### src/rtl/step_scheduler.sv
// step_scheduler: play-mode step sequencer and trigger scheduler.
// Walks an 8-step pattern at a programmable step period. Each step's 4-bit
// sample pattern is gated for the first gate_lim ticks of the step, and the
// live pads are ORed in. Every output is registered on hz2m.
//
// Optional feature: define STEP_SCHED_SWING_EN to add the swing port. With it,
// odd steps last swing extra ticks.
//
// state | meaning
// ------+--------------------------------------------------
// IDLE  | not playing; tick/step held at 0, play_smpl = raw
// RUN   | stepping through the pattern
module step_scheduler #(
   parameter int STEPS = 8,
   parameter int CW    = 20
) (
   input  logic          hz2m,
   input  logic          reset,
   input  logic          run,
   input  logic [CW-1:0] tempo_lim,
   input  logic [CW-1:0] gate_lim,
   input  logic [31:0]   pattern,
   input  logic [3:0]    raw,
`ifdef STEP_SCHED_SWING_EN
   input  logic [CW-1:0] swing,
`endif
   output logic [2:0]    step_idx,
   output logic [7:0]    step_onehot,
   output logic [3:0]    play_smpl,
   output logic          beat,
   output logic          running
);

   typedef enum logic {S_IDLE = 1'b0, S_RUN = 1'b1} state_t;

   localparam logic [2:0] LAST_STEP = 3'(STEPS - 1);

   state_t        state, state_nxt;
   logic [CW-1:0] tick, tick_nxt;
   logic [2:0]    step_nxt;
   logic [7:0]    onehot_nxt;
   logic [3:0]    play_nxt;
   logic [3:0]    gated;
   logic          beat_nxt;
   logic          running_nxt;
   logic          step_end;

`ifdef STEP_SCHED_SWING_EN
   // Odd steps stretch by swing; the sum is one bit wider so it never wraps.
   logic [CW:0] period;
   assign period   = {1'b0, tempo_lim} + (step_idx[0] ? {1'b0, swing} : '0);
   assign step_end = ({1'b0, tick} >= period);
`else
   // >= rather than == so that lowering tempo_lim mid-step ends the step at once.
   assign step_end = (tick >= tempo_lim);
`endif

   // Pattern bits for the current step, passed only inside the gate window.
   assign gated = (tick < gate_lim) ? pattern[{step_idx, 2'b00} +: 4] : 4'b0000;

   // State register.
   always_ff @(posedge hz2m or posedge reset) begin
      if (reset) state <= S_IDLE;
      else       state <= state_nxt;
   end

   // Next-state, counters and output values. Pattern triggers are passed only
   // while RUN continues through the edge, so that dropping run yields raw alone.
   always_comb begin
      state_nxt = run ? S_RUN : S_IDLE;
      tick_nxt  = '0;
      step_nxt  = '0;
      beat_nxt  = 1'b0;
      play_nxt  = raw;
      if (state == S_RUN && run) begin
         play_nxt = gated | raw;
         if (step_end) begin
            step_nxt = (step_idx == LAST_STEP) ? 3'd0 : step_idx + 3'd1;
            beat_nxt = 1'b1;
         end else begin
            tick_nxt = tick + CW'(1);
            step_nxt = step_idx;
         end
      end else if (state == S_IDLE && run) begin
         beat_nxt = 1'b1;
      end
      running_nxt = (state_nxt == S_RUN);
      onehot_nxt  = running_nxt ? (8'b1 << step_nxt) : 8'b0;
   end

   // Counter and output registers.
   always_ff @(posedge hz2m or posedge reset) begin
      if (reset) begin
         tick        <= '0;
         step_idx    <= '0;
         step_onehot <= '0;
         play_smpl   <= '0;
         beat        <= 1'b0;
         running     <= 1'b0;
      end else begin
         tick        <= tick_nxt;
         step_idx    <= step_nxt;
         step_onehot <= onehot_nxt;
         play_smpl   <= play_nxt;
         beat        <= beat_nxt;
         running     <= running_nxt;
      end
   end

endmodule

### config.mk
export PLATFORM = sky130hd
export DESIGN_NAME = step_scheduler
export DESIGN_NICKNAME = d
export VERILOG_FILES = /design/src/rtl/step_scheduler.sv
export SDC_FILE = /design/constraint.sdc
export NUM_CORES = 1
export LEC_CHECK = 0
export ABC_AREA = 0
export CAP_MARGIN = 25
export CORE_MARGIN = 5
export CORE_UTILIZATION = 51
export DETAILED_ROUTE_END_ITERATION = 8
export PLACE_DENSITY = 0.87
export SYNTH_ARGS = -nofsm -noshare
export SYNTH_HDL_FRONTEND = slang
export SYNTH_SLANG_ARGS = --single-unit
### constraint.sdc
create_clock -name hz2m -period 5.9 [get_ports hz2m]
set_input_delay 1.18 -clock hz2m [delete_from_list [all_inputs] [get_ports hz2m]]
set_output_delay 1.18 -clock hz2m [all_outputs]
set_load 0.03 [all_outputs]
==> run metrics <==
outcome complete, no violations; die area 7540 µm²; post-synthesis async set-or-reset flop share 1.00; Layout Cells excl Fill 489; final period utilization 0.606; number of vias per cell 5.49; critical path class input pin to register; post-CTS setup buffers 0; number of synthesized flops with an enable pin 0; clk_lat worst skew 280 ps; critical path's slowest cell o211ai_4; post-route ant nets 0; FMAX 280 MHz; Pleak 1.88 nW; Sink Count 37; row count 28; path depth of the worst reg2reg path 5; fin crit period 3570 ps; most frequent cells in the layout clkdlybuf4s50_1 (95), inv_1 (46), ha_1 (42); Worst-Margin Slew 789 ps; Synth Warn # 0; RR Startpoint tick[17]$_DFF_PP0_; placed instance area 4000 µm²; GRT overflow 0; Syn Nets 444; #FFs+latches synth 37; # hold bufs at CTS 0; share of layout cells above drive strength 1 0.0531; largest net degree at the start of global routing 38; gr usage total 0.207; Cell variety after synth 45; starting density of the core 0.518; Max-slew headroom 0.473; DRT iter0 DRCs 154; drt first pass iters 5; Top Ports 96; Worst Setup EP step_onehot[2]$_DFF_PP0_; Num CTS Buffers 5; initial antenna violation count 0; commonest non-fill, non-tap cell in the layout clkdlybuf4s50_1; Synth Flop Type dfrtp_1; pre-CTS setup slack 2000 ps; final worst setup slack 2330 ps; startpoint types input pin; max_cap viols 0; synthesized area per cell 9.33 µm²; design area 4090 µm²; maximum VDD drop 0.129 mV; Hold Vio Cnt, Final 0; Wirelength per Cell 15.1 µm; FF-to-FF setup slack 3270 ps; core box area 5820 µm²; final net count 535; routability cong. 0.847; final clock skew 4.55 ps; worst stage delay on the critical path 630 ps; Final Max Tran Viols 0; Crit Path Max Fanout 25; Power Density 132 nW/µm²; H-tree levels 2; DRT Wirelength 7360 µm; Chip Height 86.9 µm; vias post-DR 2687; vias in the first global route 2836; antenna cells 0; unrepaired setup endpoints after global routing no; DRC errors left 0; fill count 464; Hold WC Path Type register to register; global-route wire length before repair 12600 µm; crit path cell chain clkdlybuf4s50_1 -> inv_1 -> ha_1 -> nand4_2 -> or4_4 -> o211ai_4 -> mux2_4; port buffer count 95; DP Wirelength 6000 µm; post-cts resize count 0; Synth Cell Area 3010 µm²; Die X 86.9 µm; Final TNS setup 0 ps; Final setup viols 0; root buffer cell clkbuf_8; CTS tree done; CP Data Required Time 6070 ps; Worst setup EP type register; post-placement cell count 482; R2R Path End step_onehot[2]$_DFF_PP0_; Syn-to-layout area delta 35.7%; post-synthesis instance total 323; CP arrival 3750 ps; clk slew on worst S/H paths 70 ps; Setup crit start tempo_lim[19]; Hold Worst Slack 586 ps; sequential-to-total area share from yosys stat 0.307; Max Root-Sink Buffers 2
==> worst min path at each step <==
stage | from | end | slack, ps | depth (start not counted)
CTS | tick[0]$_DFF_PP0_ | tick[0]$_DFF_PP0_ | 590 | 1
floorplan | tick[0]$_DFF_PP0_ | tick[0]$_DFF_PP0_ | 510 | 1
global route | running$_DFF_PP0_ | beat$_DFF_PP0_ | 650 | 1
global placement | running$_DFF_PP0_ | beat$_DFF_PP0_ | 560 | 1
finish | running$_DFF_PP0_ | beat$_DFF_PP0_ | 590 | 1
detailed placement | running$_DFF_PP0_ | beat$_DFF_PP0_ | 580 | 1
==> power breakdown <==
| group | switching (mW) | internal, mW | leakage [nW] | total [mW] |
|---|---|---|---|---|
| logic | 0.0398 | 0.0661 | 1.33 | 0.106 |
| clock network | 0.0827 | 0.0926 | 0.0443 | 0.175 |
| registers | 0.00254 | 0.257 | 0.500 | 0.260 |
| total | 0.125 | 0.416 | 1.88 | 0.541 |
==> layer usage <==
metal	track usage	up-vias	part of all wire
met4	0.0623	0	0.018
met3	0.0464	11	0.070
met1	0.252	1265	0.40
met2	0.364	86	0.51
li1	-	1325	-
met5	0	-	0
==> flip-flops by register name (all words and copies together) (netlist names) <==
register,cells
tick,20
running,1
step_onehot,8
beat,1
play_smpl,4
step_idx,3
==> logic make-up (layout without fill, tap and decap cells) <==
kind of cell,count (synthesis),in the layout,share of synthesized area
AOI/OAI and AO/OA,42,42,0.0934
xor gates and xnor gates,18,18,0.0523
adders and majority gates,42,42,0.174
buffers and inverters,58,149,0.0785
DFF,37,37,0.307
muxes,23,23,0.113
and+or+nand+nor,103,103,0.181
==> Yosys cell counts (2+ instances only) <==
cell | instances | area, µm²
mux2i_1 | 13 | 130
nand2_1 | 22 | 82.6
buf_2 | 3 | 15.0
and3_1 | 3 | 18.8
mux4_2 | 8 | 180
nand4_1 | 6 | 37.5
o21ai_0 | 10 | 50.1
or3_1 | 2 | 12.5
ha_1 | 42 | 526
nor3_1 | 26 | 130
a21oi_1 | 10 | 50.1
a31oi_1 | 2 | 12.5
nor2b_1 | 3 | 18.8
nand3b_1 | 5 | 37.5
nor4_1 | 2 | 12.5
mux2_4 | 2 | 30.0
dfrtp_1 | 37 | 926
xnor2_1 | 10 | 87.6
a211oi_1 | 6 | 45.0
and4_1 | 3 | 26.3
nor2_1 | 11 | 41.3
clkbuf_1 | 6 | 22.5
xor2_1 | 8 | 70.1
o31ai_1 | 5 | 37.5
nand3_1 | 13 | 65.1
inv_1 | 46 | 173
==> layout make-up <==
| type | count | area, µm² | share of cell area |
|---|---|---|---|
| clock buffers | 7 | 86.3 | 0.0211 |
| multi-input cells | 228 | 1850 | 0.453 |
| well taps | 75 | 93.8 | 0.0230 |
| inverters | 46 | 173 | 0.0422 |
| flip-flops and latches | 37 | 926 | 0.227 |
| repair buffers | 96 | 958 | 0.234 |
==> critical path, delay by kind of cell <==
family / cells / cell delay (ps)
AOI/OAI and AO/OA: 1 / 630
adders and majority gates: 1 / 320
buffers and inverters: 2 / 510
muxes: 1 / 350
and+or+nand+nor: 2 / 750
==> metrics by stage <==
step            util  total power, mW
3_5_place_dp   0.688            0.371
4_1_cts        0.703            0.545
2_1_floorplan      -            0.304
5_1_grt        0.703            0.566
3_3_place_gp   0.688            0.368
6_report       0.703            0.541
No activity file was read; power rests on OpenSTA's default activity.
